**src/rtl/fmv_macroblock_writer_pkg.sv**
```systemverilog
// Shared FMV types: frame descriptor, DDR core base, writer FSM encodings.
// Imported by the macroblock writer and its row address generator.
package fmv_macroblock_writer_pkg;

  localparam logic [3:0] FMV_DDR_CORE_BASE = 4'b0011;

  typedef struct packed {
    logic [28:0] y_adr;
    logic [28:0] u_adr;
    logic [28:0] v_adr;
  } planar_yuv_s;

  typedef enum logic [1:0] {
    PL_Y,
    PL_U,
    PL_V
  } plane_e;

  typedef enum logic [1:0] {
    ST_IDLE,
    ST_ADDR,
    ST_WRITE,
    ST_DONE
  } wr_state_e;

  function automatic logic [1:0] burst_len(plane_e p);
    return (p == PL_Y) ? 2'd2 : 2'd1;
  endfunction

  function automatic logic [3:0] last_row(plane_e p);
    return (p == PL_Y) ? 4'd15 : 4'd7;
  endfunction

endpackage

```
**src/rtl/ddr_if.sv**
```systemverilog
// DDR host port: one requester drives a write burst, the memory side
// returns busy as backpressure.
interface ddr_if;
  logic        acquire;
  logic        read;
  logic        write;
  logic [28:0] addr;
  logic [7:0]  burstcnt;
  logic [63:0] wdata;
  logic [7:0]  byteenable;
  logic        busy;

  modport to_host (
    output acquire, read, write, addr,
    output burstcnt, wdata, byteenable,
    input  busy
  );

  modport to_ddr (
    input  acquire, read, write, addr,
    input  burstcnt, wdata, byteenable,
    output busy
  );
endinterface

```
**src/rtl/fmv_macroblock_writer_row_address.sv**
```systemverilog
// Registered byte address of one macroblock row in a Y, U or V plane.
// Chroma planes use half the luma stride and 8-pixel columns.
module mb_row_address
  import fmv_macroblock_writer_pkg::*;
(
  input  logic        clkddr,
  input  logic        reset_n,
  input  plane_e      plane,
  input  logic [5:0]  mb_x,
  input  logic [4:0]  mb_y,
  input  logic [3:0]  row,
  input  logic [10:0] stride,
  input  planar_yuv_s frame,
  output logic [28:0] byte_addr
);

  logic [8:0]  line;
  logic [10:0] pitch;
  logic [9:0]  col;
  logic [28:0] base;
  logic [19:0] prod;
  logic [28:0] sum;

  always_comb begin
    line  = '0;
    pitch = '0;
    col   = '0;
    base  = '0;
    unique case (1'b1)
      (plane == PL_Y): begin
        line  = {mb_y, 4'b0} + {5'b0, row};
        pitch = stride;
        col   = {mb_x, 4'b0};
        base  = frame.y_adr;
      end
      (plane == PL_U): begin
        line  = {1'b0, mb_y, 3'b0} + {5'b0, row};
        pitch = {1'b0, stride[10:1]};
        col   = {1'b0, mb_x, 3'b0};
        base  = frame.u_adr;
      end
      default: begin
        line  = {1'b0, mb_y, 3'b0} + {5'b0, row};
        pitch = {1'b0, stride[10:1]};
        col   = {1'b0, mb_x, 3'b0};
        base  = frame.v_adr;
      end
    endcase
    prod = {11'b0, line} * {9'b0, pitch};
    sum  = base + {9'b0, prod} + {19'b0, col};
  end

  always_ff @(posedge clkddr or negedge reset_n) begin
    if (!reset_n) byte_addr <= '0;
    else          byte_addr <= sum;
  end

endmodule

```
**src/rtl/fmv_macroblock_writer.sv**
```systemverilog
// Writes one decoded macroblock (16 Y rows, 8 U rows, 8 V rows of 64-bit
// words) into the planar YUV frame buffer over the DDR host port.
module fmv_macroblock_writer
  import fmv_macroblock_writer_pkg::*;
#(
  parameter logic [3:0] DDR_CORE_BASE = FMV_DDR_CORE_BASE
) (
  input  logic        clkddr,
  input  logic        reset_n,
  ddr_if.to_host      ddrif,
  input  planar_yuv_s frame,
  input  logic [10:0] frame_stride,
  input  logic [5:0]  mb_x,
  input  logic [4:0]  mb_y,
  input  logic        mb_start,
  input  logic [63:0] pix_data,
  input  logic        pix_valid,
  output logic        pix_ready,
  output logic        mb_busy,
  output logic        mb_done
);

  wr_state_e   state, state_nxt;
  plane_e      plane;
  logic [3:0]  row;
  logic [1:0]  taken, beat;
  planar_yuv_s frame_q;
  logic [10:0] stride_q;
  logic [5:0]  mb_x_q;
  logic [4:0]  mb_y_q;
  logic [28:0] byte_addr;

  logic        write_q, acquire_q;
  logic [28:0] addr_q;
  logic [7:0]  burstcnt_q;
  logic [63:0] wdata_q;

  logic in_acc, beat_acc, row_end, plane_end;
  logic unused_addr_bits;

  mb_row_address u_row_addr (
    .clkddr    (clkddr),
    .reset_n   (reset_n),
    .plane     (plane),
    .mb_x      (mb_x_q),
    .mb_y      (mb_y_q),
    .row       (row),
    .stride    (stride_q),
    .frame     (frame_q),
    .byte_addr (byte_addr)
  );

  assign unused_addr_bits = ^{byte_addr[28], byte_addr[2:0]};

  assign beat_acc  = write_q && !ddrif.busy;
  assign row_end   = beat_acc && (beat == burst_len(plane) - 2'd1);
  assign plane_end = (row == last_row(plane));
  assign in_acc    = pix_valid && pix_ready;

  always_ff @(posedge clkddr or negedge reset_n) begin
    if (!reset_n) state <= ST_IDLE;
    else          state <= state_nxt;
  end

  always_comb begin
    state_nxt = state;
    unique case (state)
      ST_IDLE:  if (mb_start) state_nxt = ST_ADDR;
      ST_ADDR:  state_nxt = ST_WRITE;
      ST_WRITE: if (row_end)
                  state_nxt = (plane_end && plane == PL_V) ?
                              ST_DONE : ST_ADDR;
      ST_DONE:  state_nxt = ST_IDLE;
      default:  state_nxt = ST_IDLE;
    endcase
  end

  // Only take as many words as the current row still needs.
  always_comb begin
    pix_ready = (state == ST_WRITE) &&
                (!write_q || !ddrif.busy) &&
                (taken != burst_len(plane));
    mb_busy   = (state != ST_IDLE);
    mb_done   = (state == ST_DONE);
  end

  always_ff @(posedge clkddr or negedge reset_n) begin
    if (!reset_n) begin
      plane      <= PL_Y;
      row        <= '0;
      taken      <= '0;
      beat       <= '0;
      frame_q    <= '0;
      stride_q   <= '0;
      mb_x_q     <= '0;
      mb_y_q     <= '0;
      write_q    <= 1'b0;
      acquire_q  <= 1'b0;
      addr_q     <= '0;
      burstcnt_q <= '0;
      wdata_q    <= '0;
    end else begin
      if (state == ST_IDLE && mb_start) begin
        frame_q  <= frame;
        stride_q <= frame_stride;
        mb_x_q   <= mb_x;
        mb_y_q   <= mb_y;
        row      <= '0;
        plane    <= PL_Y;
      end
      if (state == ST_ADDR) begin
        taken <= '0;
        beat  <= '0;
      end
      if (in_acc) begin
        write_q <= 1'b1;
        wdata_q <= pix_data;
        taken   <= taken + 2'd1;
        if (taken == 2'd0) begin
          addr_q     <= {DDR_CORE_BASE, byte_addr[27:3]};
          burstcnt_q <= {6'b0, burst_len(plane)};
          acquire_q  <= 1'b1;
        end
      end else if (beat_acc) begin
        write_q <= 1'b0;
      end
      if (beat_acc) beat <= beat + 2'd1;
      if (row_end) begin
        if (!plane_end) begin
          row <= row + 4'd1;
        end else begin
          row   <= '0;
          plane <= (plane == PL_Y) ? PL_U : PL_V;
          if (plane == PL_V) acquire_q <= 1'b0;
        end
      end
    end
  end

  assign ddrif.acquire    = acquire_q;
  assign ddrif.read       = 1'b0;
  assign ddrif.write      = write_q;
  assign ddrif.addr       = addr_q;
  assign ddrif.burstcnt   = burstcnt_q;
  assign ddrif.wdata      = wdata_q;
  assign ddrif.byteenable = 8'hff;

endmodule
```
**src/flat_wrapper.sv**
```systemverilog
// flat-port wrapper written by rule: the top's interface ports become plain ports
module fmv_macroblock_writer_flat import fmv_macroblock_writer_pkg::*;
#(
  parameter logic [3:0] DDR_CORE_BASE = FMV_DDR_CORE_BASE
)
  (clkddr, reset_n, frame, frame_stride, mb_x, mb_y, mb_start, pix_data, pix_valid, pix_ready, mb_busy, mb_done, ddrif_acquire, ddrif_read, ddrif_write, ddrif_addr, ddrif_burstcnt, ddrif_wdata, ddrif_byteenable, ddrif_busy);
  ddr_if ddrif_i ();
  input  logic clkddr;
  input  logic reset_n;
  input  planar_yuv_s frame;
  input  logic [10:0] frame_stride;
  input  logic [5:0] mb_x;
  input  logic [4:0] mb_y;
  input  logic mb_start;
  input  logic [63:0] pix_data;
  input  logic pix_valid;
  output logic pix_ready;
  output logic mb_busy;
  output logic mb_done;
  output wire logic [$bits(ddrif_i.acquire)-1:0] ddrif_acquire;
  output wire logic [$bits(ddrif_i.read)-1:0] ddrif_read;
  output wire logic [$bits(ddrif_i.write)-1:0] ddrif_write;
  output wire logic [$bits(ddrif_i.addr)-1:0] ddrif_addr;
  output wire logic [$bits(ddrif_i.burstcnt)-1:0] ddrif_burstcnt;
  output wire logic [$bits(ddrif_i.wdata)-1:0] ddrif_wdata;
  output wire logic [$bits(ddrif_i.byteenable)-1:0] ddrif_byteenable;
  input wire logic [$bits(ddrif_i.busy)-1:0] ddrif_busy;
  assign ddrif_acquire = ddrif_i.acquire;
  assign ddrif_read = ddrif_i.read;
  assign ddrif_write = ddrif_i.write;
  assign ddrif_addr = ddrif_i.addr;
  assign ddrif_burstcnt = ddrif_i.burstcnt;
  assign ddrif_wdata = ddrif_i.wdata;
  assign ddrif_byteenable = ddrif_i.byteenable;
  assign ddrif_i.busy = ddrif_busy;
  fmv_macroblock_writer #(.DDR_CORE_BASE(DDR_CORE_BASE)) u_core (.clkddr(clkddr), .reset_n(reset_n), .ddrif(ddrif_i), .frame(frame), .frame_stride(frame_stride), .mb_x(mb_x), .mb_y(mb_y), .mb_start(mb_start), .pix_data(pix_data), .pix_valid(pix_valid), .pix_ready(pix_ready), .mb_busy(mb_busy), .mb_done(mb_done));
endmodule
```
**config.mk**
```make
export PLATFORM = sky130hd
export DESIGN_NAME = fmv_macroblock_writer_flat
export DESIGN_NICKNAME = d
export VERILOG_FILES = /design/src/rtl/fmv_macroblock_writer_pkg.sv /design/src/rtl/ddr_if.sv /design/src/rtl/fmv_macroblock_writer_row_address.sv /design/src/rtl/fmv_macroblock_writer.sv /design/src/flat_wrapper.sv
export SDC_FILE = /design/constraint.sdc
export NUM_CORES = 1
export LEC_CHECK = 0
export BUFFER_PORTS_ARGS = -buffer_cell sky130_fd_sc_hd__buf_4
export CAP_MARGIN = 30
export CORE_ASPECT_RATIO = 1.2
export CORE_UTILIZATION = 56
export DETAILED_ROUTE_END_ITERATION = 10
export PLACE_DENSITY = 0.81
export SLEW_MARGIN = 20
export SYNTH_ARGS = -nofsm -noshare
export SYNTH_HDL_FRONTEND = slang
export SYNTH_SLANG_ARGS = --single-unit
```
**constraint.sdc**
```tcl
create_clock -name clkddr -period 7.3 [get_ports clkddr]
set_input_delay 1.46 -clock clkddr [delete_from_list [all_inputs] [get_ports clkddr]]
set_output_delay 1.46 -clock clkddr [all_outputs]
set_load 0.05 [all_outputs]
```
==> results.toml, run 1 <==
[status]
status = "completed"

[grt]
grt_max_degree = 137
grt_pass1_wl_um = 52400
grt_use_total_pct = 25.4
antenna_found_initial = 0
grt_pass1_vias = 10700
grt_overflow_total = 0

[die]
die_x_um = 147
io_pins = 293
die_h_um = 176
floorplan.rows = 63
initial_core_util_pct = 57.0
dieArea_um2 = 25800
coreArea_um2 = 24800

[clocking]
cts_max_path_buffers = 3
holdBufCountCts = 0
clock-root-buffer = "clkbuf_16"
cts_tree = "yes"
h-tree-depth = 1
cts_buffers = 23
clkLatencyLatePin_ns = 0.52
cts_resized = 0
clock-sinks = 237
post_cts_buffers = 0
cts.reportedPaths.clkPinSlew_ns = 0.07

[timing]
fin_crit_ns = 6.73
fmax_mhz = 148
finalSetupTns_ns = 0
rsz0062_at_grt = "no"
worst_hold_slack_ns = 0.413
report.final.slew_viol_count = 0
relSlewSlack_pct = 31.0
hold_viol = 0
fin_crit_sh_pct = 92.3
clock_skew_ns = 0.0234
setup_viol = 0
tightest_slew_ns = 1.02

[critical_path]
path_class = "register to register"
arrival_ns = 7.11
rrSetupSlack_ns = 0.57
r2r_end = "u_core.u_row_addr.byte_addr[25]"
crit_chain = "or2_1 -> o21ai_0 -> a32oi_1 -> buf_4 -> nand2b_1 -> fa_1 -> fa_1 -> inv_1 -> fa_1 -> fa_1 -> inv_1 -> fa_1 -> inv_1 -> ha_1 -> nor2_1 -> a211oi_1 -> a21oi_1 -> and4bb_1 -> o211ai_2 -> xnor2_1"
path_buf_inv = 4
cp_slowest_cell = "or2_1"
r2r_start = "u_core.plane[1]"
endpoint_kind = "register"
worstRegToRegCells = 20
start_kind = "register"
path_max_fanout = 17
cp.depth = 20
slowest_delay_ns = 0.60
cp_top_family = "adder cells"
required_ns = 7.67
crit_top_cell = "fa_1"

[detailed_routing]
num_vias = 10800
drtIter0Drc = 574
ant_nets = 0
avgRoutedWirePerCell_um = 15.4
postRouteWirelength_um = 32200
route.detailed.drc = 0
vias_per_cell = 5.17
first_pass_iters = 5

[finish]
drive_gt1_share_pct = 22.4
utilization_pct = 69.0
area_delta_synth_final_pct = 21.2
final_common_cell = "nand2_1"
final_cell_mix = "nand2_1, buf_4, dfrtp_1, inv_1, fa_1"
finalNetCount = 2081
num_antenna_cells = 0
fill_cells = 1950
stdcell_area_um2 = 17100

[job]
cap_violations = 0

[synthesis]
synth_top_cell_by_area = "dfrtp_1"
avgSynthCellArea_um2 = 9.31
ys_top_cells_by_area = "dfrtp_1, nand2_1, fa_1"
syn_area_um2 = 14100
synth_cells = 1514
synth_top_area_share_pct = 42.1
synth_edf_count = 0
ys_async_sr_fraction_pct = 100
seq_area_frac_synth_pct = 42.1
yosys_register_bits = 237
ys_types = 56
yosys_warnings = 0
ys.flop_type = "dfrtp_1"

[hold_path]
min_from = "u_core.u_row_addr.byte_addr[6]"
hold_depth = 2
hold_path_end = "u_core.ddrif.addr[3]"
min_path_type = "register to register"

[place]
placed_cell_area_um2 = 16300
io_buffers = 272
dp_hpwl_um = 24300
gp_congestion = 0.906
cells by family (layout without fill, tap and decap cells):
logic type                 count (synthesis)  count (layout)  synth area share, %
AOI/OAI and AO/OA                        115             115                 4.99
xor gates and xnor gates                  25              25                 1.55
adders and majority gates                147             147                 17.7
buffers and inverters                    209             448                 6.33
DFF                                      237             237                 42.1
muxes                                    107             107                 8.16
other                                      2              17               0.0533
and+or+nand+nor                          672             672                 19.1
synth_stat cells, types with 2 or more instances:
master and count:
a2111oi_0 2, a211oi_1 2, a211oi_2 2, a21o_1 3, a21oi_1 32, a31oi_1 2, and2_1 8, and3_1 9
buf_1 8, buf_2 11, buf_4 21, buf_6 2, clkbuf_1 40, conb_1 2, dfrtp_1 237, fa_1 88
ha_1 59, inv_1 127, mux2_1 5, mux2_2 59, mux2i_1 43, nand2_1 533, nand2b_1 6, nand3_1 19
nand4_1 3, nor2_1 67, nor2b_1 6, nor3_1 9, nor3b_1 2, o211ai_1 4, o21a_1 5, o21ai_0 43
o21bai_1 6, o31ai_1 2, or2_2 3, xnor2_1 18, xor2_1 7
through the flow:
stage          cells  setup WS [ns]
2_1_floorplan   1529           1.46
3_3_place_gp    2054          0.810
3_5_place_dp    2055          0.683
4_1_cts         2092          0.602
5_1_grt         2093          0.221
6_report        2093          0.565
cell type report:
type / instances / area (µm²) / share of cell area (%)
clock inverter: 4 / 47.5 / 0.278
multi-input combinational: 1083 / 7350 / 43.0
clock buffer: 33 / 693 / 4.06
timing repair buffer: 284 / 2180 / 12.8
tap: 325 / 407 / 2.38
inverter: 127 / 477 / 2.79
sequential: 237 / 5930 / 34.7
worst reg2reg max path, delay by kind of cell, from the launching register on:
family	cells	cell delay (ns)
adders and majority gates	6	2.96
and+or+nand+nor	4	1.24
DFF	1	0.57
xor gates and xnor gates	1	0.17
AOI/OAI and AO/OA	5	1.27
buffers and inverters	4	0.38
state kept, by name, summed over array words and instances (netlist names), 4 cells and up:
signal                       flops
u_core.ddrif.addr               26
u_core.ddrif.wdata              64
u_core.frame_q                  84
u_core.mb_x_q                    6
u_core.mb_y_q                    5
u_core.row                       4
u_core.stride_q                 11
u_core.u_row_addr.byte_addr     25
worst max-delay path by stage:
stage	from	endpoint	slack, ns
floorplan	u_core.mb_y_q[0]	u_core.u_row_addr.byte_addr[25]	1.46
global placement	u_core.plane[1]	u_core.u_row_addr.byte_addr[27]	0.81
detailed placement	u_core.plane[1]	u_core.u_row_addr.byte_addr[26]	0.68
CTS	u_core.plane[1]	u_core.u_row_addr.byte_addr[25]	0.60
global route	u_core.plane[1]	u_core.u_row_addr.byte_addr[21]	0.22
finish	u_core.plane[1]	u_core.u_row_addr.byte_addr[25]	0.57
routing by layer:
| metal | part of all wire [%] | up-vias | GRT usage, % |
|---|---|---|---|
| li1 | - | 5229 | - |
| met1 | 40 | 5158 | 31.6 |
| met2 | 50 | 359 | 45.0 |
| met3 | 5.6 | 73 | 3.14 |
| met4 | 3.9 | 0 | 10.2 |
| met5 | 0 | - | 0 |
Power of run 1 is not shown: default switching activity piles up to over one toggle a cycle in this logic, so the estimate is an artifact.
==> run 2: changes to the inputs <==
ABC_AREA = 1   (was unset)
==> run 2 against run 1 <==
Effect of this change: global-route usage is 3.3 points higher; largest cell class unchanged; critical path type unchanged; via count is 11% higher; sequential cell count stayed put; maximum frequency is 9.5% higher; utilization is 0.60 points higher.
==> results.toml, run 2 <==
[finish]
drive_gt1_share_pct = 17.7
area_delta_synth_final_pct = 21.6
final_cell_mix = "nand2_1, buf_4, dfrtp_1, inv_1, nor2_1"
num_antenna_cells = 0
largest_reg_flops = 84
finalNetCount = 2318
fill_cells = 1976
top_register = "u_core.frame_q"
final_common_cell = "nand2_1"

[synthesis]
ys_types = 43
yosys_register_bits = 237
synth_edf_count = 0
synth_top_area_share_pct = 41.8
avgSynthCellArea_um2 = 8.13
netlist_top_cells_count = "nand2_1, dfrtp_1, inv_1, nor2_1, fa_1"
ys_top_cells_by_area = "dfrtp_1, nand2_1, fa_1"
syn_area_um2 = 14200
yosysMostFrequentCell = "nand2_1"
synth_cells = 1743
ys.flop_type = "dfrtp_1"
yosys_warnings = 0
ys_async_sr_fraction_pct = 100
synth_top_cell_by_area = "dfrtp_1"
seq_area_frac_synth_pct = 41.8

[die]
die_h_um = 176
io_pins = 293
initial_core_util_pct = 57.3
floorplan.rows = 63
die_x_um = 147
coreArea_um2 = 24800
dieArea_um2 = 26000

[timing]
fin_crit_sh_pct = 84.2
relSlewSlack_pct = 34.0
finalSetupTns_ns = 0
clock_skew_ns = 0.0243
fmax_mhz = 163
rsz0062_at_grt = "no"
tightest_slew_ns = 0.988
report.final.slew_viol_count = 0
fin_crit_ns = 6.15
setup_viol = 0
hold_viol = 0

[detailed_routing]
num_vias = 12100
drtIter0Drc = 712
vias_per_cell = 5.16
ant_nets = 0
postRouteWirelength_um = 36100
avgRoutedWirePerCell_um = 15.5
route.detailed.drc = 0
first_pass_iters = 6

[hold_path]
min_path_type = "register to register"
hold_path_end = "u_core.ddrif.addr[1]"
min_from = "u_core.u_row_addr.byte_addr[4]"
hold_depth = 2

[clocking]
cts_buffers = 24
clock-root-buffer = "clkbuf_16"
cts.reportedPaths.clkPinSlew_ns = 0.06
cts_tree = "yes"
clkLatencyLatePin_ns = 0.54
cts_resized = 0
clock-sinks = 237
h-tree-depth = 1
post_cts_buffers = 0
holdBufCountCts = 0
cts_max_path_buffers = 3

[place]
dp_hpwl_um = 27600
gp_congestion = 0.927
io_buffers = 272

[critical_path]
worstRegToRegCells = 26
path_class = "register to register"
arrival_ns = 6.56
endpoint_kind = "register"
start_kind = "register"
required_ns = 7.71
r2r_start = "u_core.row[3]"
r2r_end = "u_core.u_row_addr.byte_addr[24]"
rrSetupSlack_ns = 1.15
path_max_fanout = 9

[grt]
grt_pass1_wl_um = 59200
grt_pass1_vias = 12200
antenna_found_initial = 0
grt_use_total_pct = 28.7
grt_overflow_total = 0
grt_max_degree = 167

[status]
status = "completed"

[job]
cap_violations = 0
run 2: changes by cell type after synthesis, moves of 17 or more:
cell	change
nand2_1	+203
inv_1	+77
nor2_1	+61
mux2_2	-59
mux2i_1	-43
o22ai_1	+21
xnor2_1	-17
run 2: layout make-up:
cell class	count	area (µm²)	area share (%)
clock inverter	5	103	0.595
clock buffer	37	719	4.17
sequential	237	5930	34.4
multi-input combinational	1235	7090	41.2
inverter	210	790	4.58
timing repair buffer	285	2190	12.7
tap	325	407	2.36
run 2: how the worst max path moves through the flow:
| stage | start | endpoint | slack [ns] | cells past startpoint |
|---|---|---|---|---|
| after floorplan | u_core.row[3] | u_core.u_row_addr.byte_addr[26] | 1.88 | 26 |
| after global placement | u_core.row[3] | u_core.u_row_addr.byte_addr[26] | 1.25 | 26 |
| after detailed placement | u_core.row[3] | u_core.u_row_addr.byte_addr[24] | 1.22 | 26 |
| after CTS | u_core.row[3] | u_core.u_row_addr.byte_addr[25] | 1.16 | 23 |
| after global routing | u_core.row[3] | u_core.u_row_addr.byte_addr[25] | 0.78 | 25 |
| final | u_core.row[3] | u_core.u_row_addr.byte_addr[24] | 1.15 | 26 |
run 2: metal layers:
| layer | wire length, µm | global-route usage (%) | vias up |
|---|---|---|---|
| met5 | 0 | 0 | - |
| met4 | 1160 | 9.88 | 0 |
| met3 | 2050 | 3.00 | 86 |
| met2 | 18000 | 50.9 | 447 |
| met1 | 14900 | 36.6 | 5765 |
| li1 | - | - | 5757 |
run 2: cells by family (layout without fill, tap and decap cells):
group                    after synthesis  in the layout  synth area share [%]
other                                  2             17                0.0530
adder cells (fa/ha/maj)              147            147                  17.6
buffers and inverters                286            537                  8.56
AO/OA/AOI/OAI                        131            131                  5.47
flip-flops                           237            237                  41.8
AND/OR/NAND/NOR                      921            921                  25.2
XOR/XNOR                              19             19                  1.23
run 2: critical path: stages, from the launching register on:
cell and delay [ns]:
dfrtp_1 0.45, ha_1 0.25, ha_1 0.20, nand2_1 0.06, inv_1 0.05, o21ai_1 0.20
xor2_2 0.47, inv_1 0.12, nand2_1 0.11, fa_1 0.47, fa_1 0.56, inv_1 0.06
fa_1 0.50, fa_1 0.54, inv_1 0.05, fa_1 0.52, inv_1 0.04, ha_1 0.34
nand2_1 0.11, o21ai_0 0.26, nand2_1 0.08, nand2_1 0.09, nand2_1 0.05, nand3_1 0.22
nand2_1 0.09, nand2_1 0.06, nand2_1 0.04
run 2: per-stage QoR:
step | instance area [µm²] | cells | hold WS, ns | worst slack (ns) | util (%)
after floorplan | 14200 | 1758 | 0.425 | 1.88 | -
after global placement | 16400 | 2290 | 0.429 | 1.25 | 66.1
after detailed placement | 16400 | 2292 | 0.434 | 1.22 | 66.3
after CTS | 17200 | 2334 | 0.423 | 1.16 | 69.6
after global routing | 17200 | 2334 | 0.457 | 0.776 | 69.6
final | 17200 | 2334 | 0.430 | 1.15 | 69.6
Power of run 2 is left out for the same reason.
==> run 3: changes to the inputs <==
CORE_UTILIZATION = 51   (was 56)
PLACE_DENSITY = 0.78   (was 0.81)
clock period = 5.57 ns   (was 7.3 ns; I/O delays follow)
==> run 3 against run 2 <==
Effect of this change: non-clock buffer count rose by 72; utilization fell by 2.9 points; worst hold slack improved by 0.012 ns; wire length rose by 6.5%.
==> results.toml, run 3 (synthesis gave the netlist of run 2 again) <==
[status]
status = "completed"

[clocking]
cts_max_path_buffers = 3
cts_buffers = 24
cts.reportedPaths.clkPinSlew_ns = 0.06
holdBufCountCts = 0
cts_tree = "yes"
clock-sinks = 237
h-tree-depth = 1
clock-root-buffer = "clkbuf_16"
clkLatencyLatePin_ns = 0.55

[timing]
report.final.slew_viol_count = 0
fmax_mhz = 182
tightest_slew_ns = 0.860
fin_crit_sh_pct = 98.6
fin_crit_ns = 5.49
setup_viol = 0
relSlewSlack_pct = 42.7
hold_viol = 0
clock_skew_ns = 0.0173
rsz0062_at_grt = "yes"

[grt]
grt_pass1_wl_um = 62000
grt_overflow_total = 0
antenna_found_initial = 0
grt_pass1_vias = 12700
grt_max_degree = 123
grt_use_total_pct = 27.5

[hold_path]
min_path_type = "register to register"
hold_path_end = "u_core.ddrif.addr[24]"
min_from = "u_core.u_row_addr.byte_addr[27]"
hold_depth = 2

[finish]
largest_reg_flops = 84
final_cell_mix = "nand2_1, buf_4, dfrtp_1, inv_1, nor2_1"
area_delta_synth_final_pct = 28.2
finalNetCount = 2390
stdcell_area_um2 = 18200
num_antenna_cells = 0
final_common_cell = "nand2_1"
top_register = "u_core.frame_q"
drive_gt1_share_pct = 24.1

[die]
floorplan.rows = 66
io_pins = 293
die_x_um = 154
coreArea_um2 = 27300
die_h_um = 185
dieArea_um2 = 28500
initial_core_util_pct = 52.0

[critical_path]
rrSetupSlack_ns = 0.08
required_ns = 6.00
r2r_end = "u_core.u_row_addr.byte_addr[11]"
endpoint_kind = "register"
start_kind = "register"
arrival_ns = 5.92
worstRegToRegCells = 23
path_max_fanout = 8
path_class = "register to register"
r2r_start = "u_core.mb_y_q[0]"

[place]
dp_hpwl_um = 29000
io_buffers = 272
gp_congestion = 0.917
placed_cell_area_um2 = 16900

[detailed_routing]
vias_per_cell = 5.13
ant_nets = 0
drtIter0Drc = 840
first_pass_iters = 5
avgRoutedWirePerCell_um = 15.9
route.detailed.drc = 0
num_vias = 12400
postRouteWirelength_um = 38500

[job]
cap_violations = 0
-- run 3: cell count changes in the layout (fill, tap and decap cells not counted), sizes merged --
cell,change
buf,+72
clkbuf,-4
clkinv,+3
inv,+2
bufinv,+1
-- run 3: per-layer routing --
metal | up-vias | global-route usage, % | part of all wire, %
met5 | - | 0 | 0
li1 | 5907 | - | -
met2 | 419 | 50.3 | 51
met4 | 0 | 10.1 | 3.6
met3 | 98 | 3.64 | 5.2
met1 | 6004 | 33.1 | 40
-- run 3: repair_timing --
action | 4_1_cts | 5_1_grt
setup endpoints to repair | 18 | 19
setup buffers | 2 | 6
resized for setup | 25 | 82
pin swaps | 7 | 45
-- run 3: through the flow --
step	TNS, ns	util, %	hold slack (ns)	cells	setup slack [ns]
3_3_place_gp	-0.568	61.9	0.431	2370	-0.120
2_1_floorplan	0	-	0.425	1758	0.151
3_5_place_dp	-1.65	62.0	0.434	2371	-0.239
4_1_cts	0	65.4	0.437	2417	0.00179
5_1_grt	-0.674	66.7	0.473	2423	-0.122
6_report	0	66.7	0.442	2423	0.0787
-- run 3: how the worst max path moves through the flow --
stage | from | end | slack, ns | depth (start not counted)
2_1_floorplan | u_core.row[3] | u_core.u_row_addr.byte_addr[26] | 0.15 | 26
3_3_place_gp | u_core.mb_y_q[0] | u_core.u_row_addr.byte_addr[22] | -0.12 | 25
3_5_place_dp | u_core.mb_y_q[0] | u_core.u_row_addr.byte_addr[22] | -0.24 | 25
4_1_cts | u_core.mb_y_q[0] | u_core.u_row_addr.byte_addr[19] | 0.002 | 26
5_1_grt | u_core.mb_y_q[0] | u_core.u_row_addr.byte_addr[19] | -0.12 | 26
6_report | u_core.mb_y_q[0] | u_core.u_row_addr.byte_addr[11] | 0.08 | 23
-- run 3: cell type report --
type / instances / area, µm²
repair buffers: 357 / 2720
fillers: 2218 / 9070
clock inverters: 11 / 165
clock buffers: 33 / 664
flip-flops and latches: 237 / 5930
multi-input cells: 1235 / 7480
well taps: 340 / 425
inverters: 210 / 792
-- run 3: critical path: stages (launching register included) --
cell and delay, ns:
dfrtp_1 0.40, ha_2 0.20, ha_2 0.17, nand2_1 0.08, inv_2 0.05, o21ai_2 0.18
xor2_2 0.19, buf_6 0.17, nor2_1 0.07, fa_1 0.49, fa_2 0.56, fa_1 0.44
fa_1 0.49, inv_1 0.05, fa_1 0.52, inv_1 0.06, ha_4 0.25, a21oi_4 0.19
buf_4 0.14, o21ai_2 0.06, a21oi_1 0.22, nand2_2 0.12, buf_4 0.15, xor2_1 0.13
Power of run 3 is left out for the same reason.
